File: src/rtl/pc_flow_ctrl.sv
// Program-counter flow controller: redirect arbitration, stall merge and
// JTAG halt/reset sequencing for the PC register and the IF/ID stage.
module pc_flow_ctrl #(
    parameter int ADDR_W       = 32,
    parameter int RST_CYCLES   = 4,
    parameter int DRAIN_CYCLES = 3
) (
    input  logic              clk,
    input  logic              rst,
    input  logic              ex_jump_i,
    input  logic [ADDR_W-1:0] ex_jump_addr_i,
    input  logic              ex_hold_i,
    input  logic              int_assert_i,
    input  logic [ADDR_W-1:0] int_addr_i,
    input  logic              clint_hold_i,
    input  logic              rib_hold_i,
    input  logic              jtag_halt_i,
    input  logic              jtag_reset_i,
    output logic              jump_flag_o,
    output logic [ADDR_W-1:0] jump_addr_o,
    output logic [2:0]        hold_flag_o,
    output logic              jtag_reset_flag_o,
    output logic              halted_o
);

    // state   | meaning
    // RUN     | normal flow, redirects and stalls pass through
    // RST     | stretched JTAG reset pulse, cnt counts it down
    // DRAIN   | front end held while the pipeline empties before halt
    // HALTED  | core parked for the debugger, everything held
    typedef enum logic [1:0] {
        ST_RUN    = 2'd0,
        ST_RST    = 2'd1,
        ST_DRAIN  = 2'd2,
        ST_HALTED = 2'd3
    } state_t;

    localparam logic [2:0] HOLD_NONE = 3'd0;
    localparam logic [2:0] HOLD_PC   = 3'd1;
    localparam logic [2:0] HOLD_ID   = 3'd3;

    localparam logic [3:0] RST_LOAD   = 4'(RST_CYCLES - 1);
    localparam logic [3:0] DRAIN_LOAD = 4'(DRAIN_CYCLES - 1);

    state_t     state_q, state_d;
    logic [3:0] cnt_q, cnt_d;
    logic       jtag_reset_q;
    logic       jtag_reset_flag_q;
    logic       halted_q;
    logic       rst_edge;

    assign rst_edge = jtag_reset_i & ~jtag_reset_q;

    always_ff @(posedge clk) begin
        if (!rst) begin
            state_q           <= ST_RUN;
            cnt_q             <= 4'd0;
            jtag_reset_q      <= 1'b0;
            jtag_reset_flag_q <= 1'b0;
            halted_q          <= 1'b0;
        end else begin
            state_q           <= state_d;
            cnt_q             <= cnt_d;
            jtag_reset_q      <= jtag_reset_i;
            jtag_reset_flag_q <= (state_d == ST_RST);
            halted_q          <= (state_d == ST_HALTED);
        end
    end

    always_comb begin
        state_d = state_q;
        cnt_d   = cnt_q;
        if (rst_edge) begin
            state_d = ST_RST;
            cnt_d   = RST_LOAD;
        end else begin
            case (state_q)
                ST_RUN: begin
                    if (jtag_halt_i) begin
                        state_d = ST_DRAIN;
                        cnt_d   = DRAIN_LOAD;
                    end
                end
                ST_RST: begin
                    if (cnt_q == 4'd0) begin
                        if (jtag_halt_i) begin
                            state_d = ST_DRAIN;
                            cnt_d   = DRAIN_LOAD;
                        end else begin
                            state_d = ST_RUN;
                        end
                    end else begin
                        cnt_d = cnt_q - 4'd1;
                    end
                end
                ST_DRAIN: begin
                    // A dropped halt request aborts the drain before it completes.
                    if (!jtag_halt_i) begin
                        state_d = ST_RUN;
                        cnt_d   = 4'd0;
                    end else if (cnt_q == 4'd0) begin
                        state_d = ST_HALTED;
                    end else begin
                        cnt_d = cnt_q - 4'd1;
                    end
                end
                ST_HALTED: begin
                    if (!jtag_halt_i) begin
                        state_d = ST_RUN;
                    end
                end
                default: begin
                    state_d = ST_RUN;
                    cnt_d   = 4'd0;
                end
            endcase
        end
    end

    logic [2:0] run_hold;

    always_comb begin
        jump_flag_o = 1'b0;
        jump_addr_o = '0;
        hold_flag_o = HOLD_NONE;
        run_hold    = HOLD_NONE;
        if (rst) begin
            if (state_q == ST_RUN || state_q == ST_DRAIN) begin
                jump_flag_o = int_assert_i | ex_jump_i;
                if (int_assert_i) begin
                    jump_addr_o = int_addr_i;
                end else if (ex_jump_i) begin
                    jump_addr_o = ex_jump_addr_i;
                end
            end
            // A taken redirect flushes IF/ID, so it merges like a full stall.
            if (jump_flag_o || ex_hold_i || clint_hold_i) begin
                run_hold = HOLD_ID;
            end else if (rib_hold_i) begin
                run_hold = HOLD_PC;
            end
            case (state_q)
                ST_RUN:   hold_flag_o = run_hold;
                ST_DRAIN: hold_flag_o = (run_hold == HOLD_ID) ? HOLD_ID : HOLD_PC;
                default:  hold_flag_o = HOLD_ID;
            endcase
        end
    end

    assign jtag_reset_flag_o = jtag_reset_flag_q;
    assign halted_o          = halted_q;

endmodule

File: config.mk
export PLATFORM = sky130hd
export DESIGN_NAME = pc_flow_ctrl
export DESIGN_NICKNAME = d
export VERILOG_FILES = /design/src/rtl/pc_flow_ctrl.sv
export SDC_FILE = /design/constraint.sdc
export NUM_CORES = 1
export LEC_CHECK = 0
export ABC_AREA = 1
export CAP_MARGIN = 20
export CORE_MARGIN = 1
export CORE_UTILIZATION = 35
export DETAILED_ROUTE_END_ITERATION = 10
export DONT_BUFFER_PORTS = 1
export PLACE_DENSITY = 0.61
export SLEW_MARGIN = 20
export SYNTH_ARGS = -nofsm -noshare
export SYNTH_HDL_FRONTEND = slang
export SYNTH_SLANG_ARGS = --single-unit
File: constraint.sdc
create_clock -name clk -period 1.45 [get_ports clk]
set_input_delay 0.0725 -clock clk [delete_from_list [all_inputs] [get_ports clk]]
set_output_delay 0.0725 -clock clk [all_outputs]
set_load 0.01 [all_outputs]
Word level (Yosys, flattened, before mapping)
Cells that the tools add are included.

operators by class
  $add $sub $neg = 1
  equal/unequal tests = 8
  muxes and demuxes = 27
  bitwise gates (word level) = 4
  reductions and logical operators = 10

operator list
  cell                                                  count
  two-way mux 32 bit                                    4
  two-way mux 2 bit                                     10
  two-way mux 4 bit                                     4
  case mux 4 bit (3 select lines)                       1
  case mux 2 bit (4 select lines)                       1
  equality test 2 bit (second input constant)           3
  two-way mux 3 bit                                     2
  case mux 3 bit (2 select lines)                       1
  equality test 2 x 1 -> 1 bit (second input constant)  2
  zero test 4 bit                                       1
  two-way mux 1 bit                                     4
  inequality test 4 bit (second input constant)         1
  AND reduction 2 bit                                   2
  nonzero test 4 bit                                    1
  subtractor 4 x 1 -> 4 bit (second input constant)     1
  equality test 3 x 2 -> 1 bit (second input constant)  1
  logical OR 1 bit                                      3
  inequality test 3 bit (second input constant)         1
  nonzero test 3 bit                                    1
  zero test 2 bit                                       1
  inverter 1 bit                                        2
  OR reduction 2 bit                                    1
  bitwise AND 1 bit                                     1
  OR 1 bit                                              1

storage, ports and cells
  register bits = 9
  output and inout port bits = 38
  logic and storage cells = 56

Longest topological paths before layout
  depth after elaboration = 12
  mapped depth = 11
  mapped depth without buffers = 11

Least setup slack after synthesis
Ideal clock, no wire load.

  kind = register to register
  start point = register state_q[0]
  end point = register cnt_q[1]
  data arrival time = 1.242 ns
  data required time = 1.339 ns
  slack = 0.096 ns
  cell stages (with the launch flop) = 11
  buffers on the path = 0
  period minus slack after synthesis = 1.354 ns
  cell sequence = dfxtp_1 > inv_1 > ha_1 > nand2_1 > inv_2 > nand3_2 > o21ai_2 > nor2_1 > nand2_1 > nor2_1 > nor2_1

on the way
  word-level cells in the longest chain between the ends = 3
  elaborated cells on any way between the ends = 8
  those cells by class = 3 x eq/ne; 2 x mux; 3 x reduce/logical

RTL lines
  item                                                      line  RTL
  start, declared                                           45    state_t state_q, state_d;
  start signal, assigned                                    62    state_q <= state_d;
  equality test 2 bit (tied with other cells)               77    case (state_q)
  case mux 4 bit (3 select lines) (tied with other cells)   77
  two-way mux 2 bit or AND reduction 2 bit (tied branches)  n/a
  end signal, assigned                                      63    cnt_q <= cnt_d;
  end, declared                                             46    logic [3:0] cnt_q, cnt_d;

Parallel ways exist; a longest one is shown, timed or not.
A chain may end at the register's enable or synchronous reset.

Worst setup path in the final report
  start point = register state_q[0]
  end point = output jump_addr_o[23]

on the way
  word-level cells in the longest chain between the ends = 4
  elaborated cells on any way between the ends = 5
  those cells by class = 1 x eq/ne; 2 x mux; 2 x reduce/logical

RTL lines
  item                                                    line  RTL
  equality test 2 bit or zero test 2 bit (tied branches)  128   if (state_q == ST_RUN || state_q == ST_DRAIN) begin
  logical OR 1 bit (*)                                    128
  two-way mux 32 bit (*)                                  128
  two-way mux 32 bit (*)                                  127   if (rst) begin
  end, declared                                           20    output logic [ADDR_W-1:0] jump_addr_o,

Every way passes the cells marked *; elsewhere a longest branch is shown, timed or not.

==> results.cfg <==
[grt]
grt_pass1_wl_mm = 5.20
grt_pass1_vias = 1156
grt.total_usage_pct = 19.9
grt_max_degree = 35
gr-total-overflow = 0
antenna_found_initial = 0

[cts]
clockBufferDepth = 2
clk_latency_ns = 0.27
htree_levels = 1
cts_root_buffer = clkbuf_4
cts_sinks = 9
cts_tree = yes
cts_inserted_buffers = 3
clkSlewWorstSetupHoldPaths_ns = 0.07

[placement]
placed_area_mm2 = 0.00113
gp_congestion = 0.840
port_buffers = 0
dp_hpwl_mm = 2.36

[route]
wirelength_mm = 3.52
viasPerCell = 5.84
ant_nets = 0
vias = 1320
drtIter0Drc = 69
drc = 5
drtPass1Iterations = 7
wl_per_cell_um = 15.6

[pwr]
vdd_ir_drop_max_mv = 0.325
power_frac_comb_pct = 53.9
intPower_mw = 0.604
cellPowerDensity_mw_per_mm2 = 682
p_clk_share_pct = 19.2
p_sw_mw = 0.442
seqPwrFrac_pct = 26.8
switching_share_pct = 42.3
leakage_nw = 0.636

[finish]
final_area_mm2 = 0.00153
antenna_cells = 0
area_delta_synth_final_pct = 40.4
drive_gt1_share_pct = 35.4
n_fill_cell = 272
nNetsFinal = 275

[floorplan]
ios = 111
dieArea_mm2 = 0.00335
row_count = 19
die_h_um = 57.9
start_util_pct = 38.3
core-area_mm2 = 0.00285
dieWidth_um = 57.9

[logic_synthesis]
synth_area_mm2 = 0.00109
synth_fp_nets = 267
postSynthAreaPerCell_um2 = 5.81
synth_top_area_share_pct = 22.0
ys.warnings.count = 0
synth_area_leaders = a22oi_1, nor2_1, dfxtp_1, nand2_1, ha_1
synthFlopType = dfxtp_1
synth_cell_type_count = 23
synth_most_common_cell = nor2_1
async_reset_ff_share_pct = 0
synth_top_cell_by_area = a22oi_1
synth_edf_count = 0
syn_inst = 188
yosysSeqAreaShare_pct = 16.5
ys_ff_latch = 9
yosys-top-cells-count = nor2_1, a22oi_1, nand2_1

[sta]
slew_viol_final = 0
clock_skew_ns = 0.00427
fin_ws_ns = -0.146
fin_tns_setup_ns = -3.59
finalHoldViolations = 0
rsz0062_at_grt = true
finalSetupViolations = 35
fin_crit_ns = 1.60
timing.fmax_ghz = 0.627
period_share_pct = 110

[run_status]
violations = design-rule violations, negative setup slack
outcome = finished, violations left

[worst_setup_path]
worst_setup_path_end_kind = output port
arrival_ns = 1.52
crit_type = flip-flop to output port
critPathLaunchType = flip-flop
path_max_fanout = 8
critPathRequiredTime_ns = 1.38

[flow_run]
cap_violations = 0

[hold_path]
min_path_type = input port to flip-flop
repair_timing:
item                                   CTS  global route
resized for setup                       48            26
setup buffers                            4             0
endpoints found under the hold margin    7             0
cloned                                   2             1
setup endpoints to repair               35            43
pin swaps                                9             5
hold buffers                             3             0
cell type report:
class | count | area, µm² | share of cell area, %
inverters | 20 | 77.6 | 5.06
well taps | 31 | 38.8 | 2.53
clock buffers | 3 | 22.5 | 1.47
clock inverters | 1 | 5.00 | 0.326
multi-input cells | 147 | 1010 | 66.1
repair buffers | 15 | 190 | 12.4
flip-flops and latches | 9 | 185 | 12.1
power groups by stage:
stage          Sequential [mW]  Combinational, mW  Clock (mW)
2_1_floorplan            0.283              0.321           0
3_3_place_gp             0.284              0.374           0
3_5_place_dp             0.284              0.375           0
4_1_cts                  0.281              0.514       0.211
5_1_grt                  0.282              0.615       0.223
6_report                 0.281              0.564       0.201
per-layer routing:
metal | track usage (%) | wire length [µm]
met2 | 35.0 | 1760
met3 | 5.13 | 226
met5 | 0 | 0
met1 | 24.6 | 1510
met4 | 4.08 | 33
path summary, 6_finish.rpt:
path | cells after the start | start | slack, ns | end
worst max-delay path | 7 | state_q[0] | -0.15 | jump_addr_o[23]
worst min-delay path | 3 | jtag_halt_i | 0.005 | cnt_q[0]
worst max register to register | 11 | state_q[0] | 0.08 | cnt_q[1]
worst min register to register | 3 | cnt_q[0] | 0.55 | cnt_q[0]
cells in the final DEF, fill, tap and decap left out, types with 3 or more instances in the layout:
cell and n:
a22oi_1 32, nand2_1 24, nor2_2 20, nor2_1 19
inv_1 16, nor2_4 16, nand3_1 10, dfxtp_1 7
buf_4 6, o21ai_1 4, inv_2 3, a21oi_1 3
ha_1 3, clkbuf_4 3, dlygate4sd3_1 3
cell families after synthesis:
family / after synthesis / synth area share [%]
other cells: 1 / 0.343
buf+inv: 32 / 12.4
flops: 9 / 16.5
compound gates: 46 / 29.1
fa+ha+maj: 6 / 6.87
simple gates: 94 / 34.8
state kept, by name, summed over array words and instances, names as in the netlist:
register / flops
state_q: 2
jtag_reset_q: 1
jtag_reset_flag_o: 1
cnt_q: 4
halted_o: 1
stage by stage:
stage               utilization [%]  worst slack (ns)  hold slack, ns  total power, mW  std cells
detailed placement             39.7            0.0825           0.175            0.659        213
finish                         53.8            -0.146         0.00499             1.05        226
floorplan                         -            0.0963           0.166            0.604        188
global placement               39.7            0.0823           0.168            0.658        213
CTS                            50.3            -0.104         0.00203             1.01        226
global route                   53.8            -0.188          0.0200             1.12        226
critical path, stage by stage, from the launching register on:
cell and delay, ns:
dfxtp_2 0.35, inv_4 0.05, ha_4 0.17, buf_6 0.12
o21ai_4 0.17, buf_12 0.15, clkbuf_16 0.17, nor2_2 0.06
Power figures use the tool's default switching activity.
